$ cat config.mk
export PLATFORM = sky130hd
export DESIGN_NAME = aha_uart_ahb_debug_master
export DESIGN_NICKNAME = d
export VERILOG_FILES = /design/src/rtl/aha_dbg_pkg.sv /design/src/rtl/aha_dbg_timeout.sv /design/src/rtl/aha_uart_ahb_debug_master.sv
export SDC_FILE = /design/constraint.sdc
export NUM_CORES = 1
export LEC_CHECK = 0
export BUFFER_PORTS_ARGS = -buffer_cell sky130_fd_sc_hd__buf_2
export CORE_UTILIZATION = 55
export CTS_CLUSTER_SIZE = 12
export DETAILED_ROUTE_END_ITERATION = 10
export GPL_TIMING_DRIVEN = 0
export PLACE_DENSITY = 0.8
export RECOVER_POWER = 25
export SLEW_MARGIN = 25
export SYNTH_ARGS = -nofsm -noshare
export SYNTH_HDL_FRONTEND = slang
export SYNTH_SLANG_ARGS = --single-unit
$ cat constraint.sdc
create_clock -name HCLK -period 2.75 [get_ports HCLK]
set_input_delay 0.55 -clock HCLK [delete_from_list [all_inputs] [get_ports HCLK]]
set_output_delay 0.55 -clock HCLK [all_outputs]
set_load 0.1 [all_outputs]
$ cat src/rtl/aha_dbg_pkg.sv
// Shared encodings for the UART-to-AHB debug master: FSM states, command
// opcodes, response status bytes and the fixed AHB-Lite attribute values.
package aha_dbg_pkg;

  typedef logic [2:0] state_t;

  localparam state_t ST_IDLE      = 3'd0;
  localparam state_t ST_GET_ADDR  = 3'd1;
  localparam state_t ST_GET_DATA  = 3'd2;
  localparam state_t ST_ADDR_PH   = 3'd3;
  localparam state_t ST_DATA_PH   = 3'd4;
  localparam state_t ST_RESP_STAT = 3'd5;
  localparam state_t ST_RESP_DATA = 3'd6;

  localparam logic [7:0] OP_WRITE = 8'h01;
  localparam logic [7:0] OP_READ  = 8'h02;

  localparam logic [7:0] STAT_OK     = 8'hA5;
  localparam logic [7:0] STAT_BUSERR = 8'hEE;
  localparam logic [7:0] STAT_BADCMD = 8'hE1;

  localparam logic [1:0] HTRANS_IDLE   = 2'b00;
  localparam logic [1:0] HTRANS_NONSEQ = 2'b10;
  localparam logic [2:0] HSIZE_WORD    = 3'b010;
  localparam logic [2:0] HBURST_SINGLE = 3'b000;
  localparam logic [3:0] HPROT_DATA    = 4'b0011;

endpackage

$ cat src/rtl/aha_dbg_timeout.sv
// Inter-byte timeout: loadable down-counter that flags the idle cycle on
// which the count runs out. CYCLES = 0 disables expiry entirely.
module aha_dbg_timeout #(
  parameter int unsigned CYCLES = 65535
) (
  input  logic clk_i,
  input  logic rst_n_i,
  input  logic load_i,
  input  logic count_i,
  output logic expire_o
);

  localparam logic [15:0] LOAD_VAL = CYCLES[15:0];

  logic [15:0] cnt_q, cnt_d;

  // Reload on every accepted byte, otherwise count down while waiting.
  always_comb begin
    cnt_d = cnt_q;
    if (load_i) begin
      cnt_d = LOAD_VAL;
    end else if (count_i && (cnt_q != 16'd0)) begin
      cnt_d = cnt_q - 16'd1;
    end
  end

  // Counter register.
  always_ff @(posedge clk_i or negedge rst_n_i) begin
    if (!rst_n_i) cnt_q <= 16'd0;
    else          cnt_q <= cnt_d;
  end

  // Terminal count: the CYCLES-th consecutive idle cycle after a byte.
  assign expire_o = (CYCLES != 32'd0) && count_i && !load_i && (cnt_q == 16'd1);

endmodule

$ cat src/rtl/aha_uart_ahb_debug_master.sv
// Host debug bridge: parses write/read command frames from the UART byte
// stream, issues one single-word AHB-Lite transfer, streams back a status
// byte and, for successful reads, the four read-data bytes LSB first.
//
// state        | meaning
// -------------+---------------------------------------------------------
// IDLE         | waiting for an opcode byte
// GET_ADDR     | collecting address bytes A0..A3
// GET_DATA     | collecting write-data bytes D0..D3
// ADDR_PH      | NONSEQ on the bus, held until HREADY
// DATA_PH      | waiting for HREADY to complete the data phase
// RESP_STAT    | sending the status byte
// RESP_DATA    | sending read-data bytes 0..3
module aha_uart_ahb_debug_master
  import aha_dbg_pkg::*;
#(
  parameter int unsigned TIMEOUT_CYCLES = 65535,
  parameter logic [7:0]  CMD_WRITE      = OP_WRITE,
  parameter logic [7:0]  CMD_READ       = OP_READ
) (
  input  logic        HCLK,
  input  logic        HRESETn,
  input  logic [7:0]  RX_DATA,
  input  logic        RX_VALID,
  output logic        RX_READY,
  output logic [7:0]  TX_DATA,
  output logic        TX_VALID,
  input  logic        TX_READY,
  output logic [31:0] HADDR,
  output logic [1:0]  HTRANS,
  output logic        HWRITE,
  output logic [2:0]  HSIZE,
  output logic [2:0]  HBURST,
  output logic [3:0]  HPROT,
  output logic        HMASTLOCK,
  output logic [31:0] HWDATA,
  input  logic [31:0] HRDATA,
  input  logic        HREADY,
  input  logic [1:0]  HRESP,
  output logic        BUSY,
  output logic        CMD_ABORT
);

  state_t      state_q, state_d;
  logic [1:0]  cnt_q, cnt_d;
  logic [31:0] shreg_q, shreg_d;
  logic [31:0] haddr_q, haddr_d;
  logic [31:0] hwdata_q, hwdata_d;
  logic [31:0] rdata_q, rdata_d;
  logic [7:0]  status_q, status_d;
  logic        is_write_q, is_write_d;
  logic        abort_q, abort_d;
  logic        rx_take, in_rx_frame, tmo_expire;
  logic        unused_hresp;

  assign unused_hresp = HRESP[1];

  assign RX_READY    = (state_q == ST_IDLE) || (state_q == ST_GET_ADDR) || (state_q == ST_GET_DATA);
  assign rx_take     = RX_VALID && RX_READY;
  assign in_rx_frame = (state_q == ST_GET_ADDR) || (state_q == ST_GET_DATA);

  assign HTRANS    = (state_q == ST_ADDR_PH) ? HTRANS_NONSEQ : HTRANS_IDLE;
  assign HWRITE    = (state_q == ST_ADDR_PH) && is_write_q;
  assign HADDR     = haddr_q;
  assign HWDATA    = hwdata_q;
  assign HSIZE     = HSIZE_WORD;
  assign HBURST    = HBURST_SINGLE;
  assign HPROT     = HPROT_DATA;
  assign HMASTLOCK = 1'b0;

  assign TX_VALID  = (state_q == ST_RESP_STAT) || (state_q == ST_RESP_DATA);
  assign TX_DATA   = (state_q == ST_RESP_STAT) ? status_q :
                     (state_q == ST_RESP_DATA) ? rdata_q[7:0] : 8'h00;
  assign BUSY      = (state_q != ST_IDLE);
  assign CMD_ABORT = abort_q;

  aha_dbg_timeout #(.CYCLES(TIMEOUT_CYCLES)) u_timeout (
    .clk_i    (HCLK),
    .rst_n_i  (HRESETn),
    .load_i   (rx_take),
    .count_i  (in_rx_frame && !rx_take),
    .expire_o (tmo_expire)
  );

  // Frame parsing, bus sequencing and response generation.
  always_comb begin
    state_d    = state_q;
    cnt_d      = cnt_q;
    shreg_d    = shreg_q;
    haddr_d    = haddr_q;
    hwdata_d   = hwdata_q;
    rdata_d    = rdata_q;
    status_d   = status_q;
    is_write_d = is_write_q;
    abort_d    = 1'b0;
    case (state_q)
      ST_IDLE: begin
        if (rx_take) begin
          if ((RX_DATA == CMD_WRITE) || (RX_DATA == CMD_READ)) begin
            is_write_d = (RX_DATA == CMD_WRITE);
            cnt_d      = 2'd0;
            state_d    = ST_GET_ADDR;
          end else begin
            status_d = STAT_BADCMD;
            state_d  = ST_RESP_STAT;
          end
        end
      end
      ST_GET_ADDR, ST_GET_DATA: begin
        if (rx_take) begin
          // Little-endian: first byte ends up in bits [7:0].
          shreg_d = {RX_DATA, shreg_q[31:8]};
          cnt_d   = cnt_q + 2'd1;
          if (cnt_q == 2'd3) begin
            if (state_q == ST_GET_ADDR) begin
              haddr_d = {shreg_d[31:2], 2'b00};
              state_d = is_write_q ? ST_GET_DATA : ST_ADDR_PH;
            end else begin
              hwdata_d = shreg_d;
              state_d  = ST_ADDR_PH;
            end
          end
        end else if (tmo_expire) begin
          abort_d = 1'b1;
          state_d = ST_IDLE;
        end
      end
      ST_ADDR_PH: begin
        if (HREADY) state_d = ST_DATA_PH;
      end
      ST_DATA_PH: begin
        if (HREADY) begin
          state_d = ST_RESP_STAT;
          if (HRESP[0]) begin
            status_d = STAT_BUSERR;
          end else begin
            status_d = STAT_OK;
            if (!is_write_q) rdata_d = HRDATA;
          end
        end
      end
      ST_RESP_STAT: begin
        if (TX_READY) begin
          if (!is_write_q && (status_q == STAT_OK)) begin
            cnt_d   = 2'd0;
            state_d = ST_RESP_DATA;
          end else begin
            state_d = ST_IDLE;
          end
        end
      end
      ST_RESP_DATA: begin
        if (TX_READY) begin
          rdata_d = {8'h00, rdata_q[31:8]};
          cnt_d   = cnt_q + 2'd1;
          if (cnt_q == 2'd3) state_d = ST_IDLE;
        end
      end
      default: state_d = ST_IDLE;
    endcase
  end

  // State and datapath registers.
  always_ff @(posedge HCLK or negedge HRESETn) begin
    if (!HRESETn) begin
      state_q    <= ST_IDLE;
      cnt_q      <= 2'd0;
      shreg_q    <= 32'd0;
      haddr_q    <= 32'd0;
      hwdata_q   <= 32'd0;
      rdata_q    <= 32'd0;
      status_q   <= 8'd0;
      is_write_q <= 1'b0;
      abort_q    <= 1'b0;
    end else begin
      state_q    <= state_d;
      cnt_q      <= cnt_d;
      shreg_q    <= shreg_d;
      haddr_q    <= haddr_d;
      hwdata_q   <= hwdata_d;
      rdata_q    <= rdata_d;
      status_q   <= status_d;
      is_write_q <= is_write_d;
      abort_q    <= abort_d;
    end
  end

endmodule

== Word-level counts from Yosys, hierarchy flattened ==
Index checks and enable logic that the tools add are counted.

* Bits in registers: 157
* Bits in latches: 0
* Memory bits (writable): 0
* Memory bits (read-only): 0
* Input bits: 47
* Output and inout port bits: 90
* Memories: 0

* $add $sub $neg: 2
* Multipliers: 0
* Div/mod/pow operators: 0
* Order comparisons: 0
* Equality and inequality tests: 25
* Shift operators: 0
* Muxes and demuxes: 39
* Bitwise logic cells: 1
* Reduce and logical (&&, ||, !) cells: 30

{| class="wikitable"
|+ Operators by type and width
! operator !! number
|-
| $mux W32 || 4
|-
| $pmux W32 S2 || 1
|-
| $mux W8 || 5
|-
| $mux W3 || 11
|-
| $mux W16 || 2
|-
| $pmux W3 S6 || 1
|-
| $eq A16 B1 Y1 const B || 1
|-
| $pmux W8 S2 || 1
|-
| $reduce_bool A16 Y1 || 1
|-
| $sub A16 B1 Y16 const B || 1
|-
| $mux W2 || 7
|-
| $ne A2 B2 Y1 const B || 7
|-
| $reduce_and A4 Y1 || 3
|-
| $ne A2 B1 Y1 const B || 5
|-
| $eq A3 B3 Y1 const B || 3
|-
| $eq A8 B1 Y1 const B || 1
|-
| $eq A8 B2 Y1 const B || 1
|-
| $eq A8 B8 Y1 const B || 1
|-
| $pmux W2 S4 || 1
|-
| $reduce_and A8 Y1 || 1
|-
| $logic_and A1 B1 Y1 || 7
|-
| $mux W7 || 1
|-
| $reduce_and A7 Y1 || 1
|-
| $eq A3 B2 Y1 const B || 2
|-
| other kinds (17) || 28
|}

== Longest topological paths before layout ==
* Depth after elaboration: 11
* Depth in mapped cells: 8

== Hierarchy ==
Synthesis repeated with hierarchy kept, for this count alone.

* Cell total of the unflattened synthesis: 559
* Area total of the unflattened synthesis: 6717.7 sq um

{| class="wikitable"
|+ Modules (own cells, without submodules)
! module !! times used !! cells each !! area each (sq um)
|-
| aha_uart_ahb_debug_master || 1 || 458 || 5728.0
|-
| aha_dbg_timeout || 1 || 101 || 989.7
|}

== Least setup slack after synthesis ==
No wires, ideal clock.

* Kind: register -> output
* From: register state_q[1]
* To: output port TX_DATA[1]
* Arrival time: 3339 ps
* Required time: 2200 ps
* Setup slack: -1139 ps
* Cell stages (with the launch flop): 6
* Buffers on the path: 2
* Path through: dfrtp_1 buf_2 nor2b_1 clkbuf_1 nand2_1 a21boi_0

* Cells in the longest elaborated chain, start to end: 3
* Elaborated cells on any way between the ends: 4
* Classes of those cells: 2 x eq/ne; 2 x mux

{| class="wikitable"
|+ RTL lines
! element !! RTL line !! source
|-
| start: declaration || aha_uart_ahb_debug_master.sv:44 || <nowiki>state_t state_q, state_d;</nowiki>
|-
| start signal: assignment || aha_uart_ahb_debug_master.sv:176 || <nowiki>state_q <= state_d;</nowiki>
|-
| $eq A3 B3 Y1 || aha_uart_ahb_debug_master.sv:73 || <nowiki>(state_q == ST_RESP_DATA) ? rdata_q[7:0] : 8'h00;</nowiki>
|-
| $mux W8 || aha_uart_ahb_debug_master.sv:73 ||
|-
| $mux W8 * || aha_uart_ahb_debug_master.sv:72 || <nowiki>assign TX_DATA = (state_q == ST_RESP_STAT) ? status_q :</nowiki>
|-
| end: declaration || aha_uart_ahb_debug_master.sv:26 || <nowiki>output logic [7:0] TX_DATA,</nowiki>
|}

Mark *: on every way between the ends. The rest lies on a longest branch, timed or not.

== Worst setup path after layout ==
* From: register state_q[2]
* To: output port TX_VALID

* Cells in the longest elaborated chain, start to end: 2
* Elaborated cells on any way between the ends: 3
* Classes of those cells: 2 x eq/ne; 1 x reduce/logical

{| class="wikitable"
|+ RTL lines
! element !! RTL line !! source
|-
| $eq A3 B3 Y1 || aha_uart_ahb_debug_master.sv:71 || <nowiki>assign TX_VALID = (state_q == ST_RESP_STAT) || (state_q == ST_RESP_DATA);</nowiki>
|-
| $logic_or A1 B1 Y1 * || aha_uart_ahb_debug_master.sv:71 ||
|-
| end: declaration || aha_uart_ahb_debug_master.sv:27 || <nowiki>output logic TX_VALID,</nowiki>
|}

Marked as above.

==> summary.md <==
| Metric | Value |
|---|---|
| Via Count | 4609 |
| Maximum vdd drop | 0.7440 mV |
| Initial core utilization | 0.5671 |
| IO Count | 137 |
| Synth Instances | 527 |
| Crit-path most repeated cell | buf_2 |
| Period utilization | 0.9559 |
| Startpoint Class | flip-flop |
| Vias in the first global route | 4792 |
| Die W | 111.0 microns |
| FP Rows | 39 |
| Die Area | 0.01231 sq mm |
| WP buf/inv | 4 |
| Placed Cells incl. Taps | 804 |
| Area Growth Syn to Fin | 22.28% |
| Post-synth EDFFs | 0 |
| Power per cell area | 1155 mW/mm^2 |
| Drc violations | 10 |
| Min Tclk post-route | 2.629 ns |
| Final Cell Area | 0.007986 sq mm |
| Synth Area in Compound Gates | 0.08008 |
| Distinct cells, synth | 63 |
| Total Wirelength | 14.30 mm |
| Routability Congestion | 0.8346 |
| Die H | 111.0 microns |
| IO buf count | 121 |
| Worst hold path class | in2reg |
| Max-cap violations | 1 |
| Setup Skew | 0.006990 ns |
| Main synth FF type | dfrtp_1 |
| Final Hold Vio Count | 0 |
| Via density | 5.520 |
| Crit path arrival time | 2.08 ns |
| Synth warn | 0 |
| Tot GR Track Use | 0.2485 |
| H-Tree Level Count | 4 |
| CP Cell Sequence | buf_2 -> buf_2 -> clkbuf_1 -> nor2b_2 -> clkbuf_4 |
| Metal3 WL | 689 microns |
| CTS tree | yes |
| Worst slew margin | -0.1868 |
| XOR/XNOR share of the synthesized area | 0.01188 |
| Main combinational cell family by area after synthesis | multiplexers |
| Antenna Nets Post-Route | 0 |
| Worst-case clock buffer depth | 2 |
| Wire per inst | 17.13 microns |
| Final setup vio count | 0 |
| Register area share after synthesis | 0.5594 |
| First drt pass iteration count | 7 |
| Commonest non-fill, non-tap cells in the layout | dfrtp_1, buf_2, mux2_2, nand2_1, o21ai_0 |
| Total Nets Final | 731 |
| Fmax achieved | 380.4 MHz |
| Later-pin clock latency in the skew report | 0.42 ns |
| Crit-path slowest cell | clkbuf_1 |
| Num CTS Buffers | 17 |
| Placed instance area | 0.007432 sq mm |
| Post-route insts no fill | 835 |
| CP Capture Type | output pin |
| CP max stage delay | 0.34 ns |
| Seq cells post-synth | 146 |
| Failing checks | DRC, capacitance limit, slew limit |
| RSZ-0062 raised after global routing | false |
| Initial antenna violation count | 0 |
| Outcome | complete, but fails checks |
| Share of layout cells above drive strength 1 | 0.4220 |
| N_diodes | 0 |
| Largest net degree at the start of global routing | 78 |
| Leak pwr | 4.136 nW |
| Setup Buffers After CTS | 0 |
| Adder-Cell Fraction of Synth Area | 0.007663 |
| Setup CP Type | reg2out |
| Post-DP HPWL | 10.19 mm |
| CTS Sinks | 146 |
| First-pass GRT wire length | 23.75 mm |
| Max-slew violations | 70 |
| # fillers | 850 |
| Total grt overflow | 0 |
| Mapped Area | 0.006531 sq mm |
| Worst-margin pin slew | 1.780 ns |
| Largest delay share family, worst path | buffers and inverters |
| Top sig layer | met4 |
| DR iter-0 viols | 316 |
| Async set-reset flop share out of synthesis | 1.000 |
| Setup Total Neg Slack | 0 ns |
| Reg clk slew, reported paths | 0.06 ns |
| Post-Route M1 WL | 6.093 mm |
| Met2 Wirelength | 7.265 mm |
| Simple-gate share of the synthesized area | 0.1077 |
| Core area | 0.01152 sq mm |
| Post-synthesis mux area share | 0.1941 |
| Synth Area per Inst | 12.39 sq um |
| Worst EP required | 2.20 ns |
| Root buf cell | clkbuf_16 |
| Most common cell after layout, fill and taps aside | dfrtp_1 |
| Worst Path Max Fanout | 10 |
==> routing by layer <==
layer / GRT usage / vias to the layer above
met2: 0.4155 / 122
met4: 0.1068 / 0
li1: - / 2161
met1: 0.3051 / 2304
met5: 0 / -
met3: 0.06506 / 22
==> where the power goes <==
group	total (mW)	internal [mW]	switching, mW	leakage [nW]
logic	3.92	1.06	2.86	2.03
clock network	2.09	1.22	0.870	0.257
registers	3.21	2.77	0.438	1.84
total	9.22	5.06	4.17	4.14
==> final cells by class <==
type | instances | area [sq um] | share of cell area
tap | 143 | 178.9 | 0.02240
clock buffer | 24 | 481.7 | 0.06032
sequential | 146 | 3654 | 0.4575
clock inverter | 7 | 51.30 | 0.006423
multi-input combinational | 347 | 2715 | 0.3400
timing repair buffer | 122 | 655.6 | 0.08209
buffer | 40 | 227.7 | 0.02851
inverter | 6 | 22.52 | 0.002820
==> sequential cells by signal, indices dropped and copies added (netlist names) <==
| name | cells |
|---|---|
| CMD_ABORT | 1 |
| HWDATA | 32 |
| HADDR | 30 |
| is_write_q | 1 |
| state_q | 3 |
| rdata_q | 32 |
| cnt_q | 2 |
| u_timeout.cnt_q | 16 |
| shreg_q | 24 |
| status_q | 5 |
==> kinds of logic after synthesis <==
family          count (synthesis)
compound gates                 78
xor+xnor                        8
fa+ha+maj                       4
buf+inv                        46
flops                         146
mux                           116
other cells                     2
simple gates                  127
==> timing repair <==
item	4_1_cts	5_1_grt
hold buffers	0	0
endpoints found under the setup margin	8	8
cloned	0	0
endpoints found under the hold margin	0	0
resized for setup	9	2
==> cells in the mapped netlist, drive strengths merged (3+ instances only) <==
master / n / area, sq um
buf: 27 / 176.4
ha: 4 / 50.05
mux2: 85 / 957.2
nor2: 15 / 58.81
xor2: 5 / 43.79
a21boi: 4 / 30.03
o31ai: 4 / 30.03
o21ai: 37 / 200.2
a22o: 8 / 70.07
dfrtp: 146 / 3654
inv: 6 / 22.52
nor2b: 9 / 56.30
mux2i: 31 / 310.3
nand4: 4 / 31.28
and2: 3 / 18.77
clkbuf: 13 / 50.04
nand3: 8 / 40.04
a22oi: 3 / 22.52
xnor2: 3 / 33.79
or2: 5 / 31.28
or4: 3 / 22.52
nor3: 3 / 15.01
a21oi: 7 / 38.79
o211ai: 3 / 32.53
or3: 4 / 30.03
nand2: 49 / 183.9
nor4: 9 / 92.59
==> stage by stage <==
step	worst slack, ns	hold WS (ns)	total power [mW]	utilization
detailed placement	0.2529	0.4696	7.112	0.6454
finish	0.1211	0.3451	9.224	0.6935
global route	0.0005262	0.3507	9.639	0.6935
CTS	0.03092	0.09729	9.261	0.6935
floorplan	0.001123	0.2544	6.315	-
global placement	-0.7454	0.4603	6.968	0.6421
==> path summary, 6_finish.rpt <==
check                                         from                 endpoint  slack (ns)  cells past startpoint
setup / recovery            state_q[2]$_DFFE_PN0P_                 TX_VALID        0.12                      5
hold / removal                          HRDATA[27]  rdata_q[27]$_DFFE_PN0P_        0.35                      2
setup reg to reg            state_q[2]$_DFFE_PN0P_    HWDATA[9]$_DFFE_PN0P_        0.44                      6
hold reg to reg            rdata_q[20]$_DFFE_PN0P_  rdata_q[20]$_DFFE_PN0P_        0.48                      2
max in group asynchronous                  HRESETn  status_q[3]$_DFFE_PN0P_        1.02                      2
min in group asynchronous                  HRESETn    HADDR[29]$_DFFE_PN0P_        0.62                      1
Power figures use the tool's default switching activity.
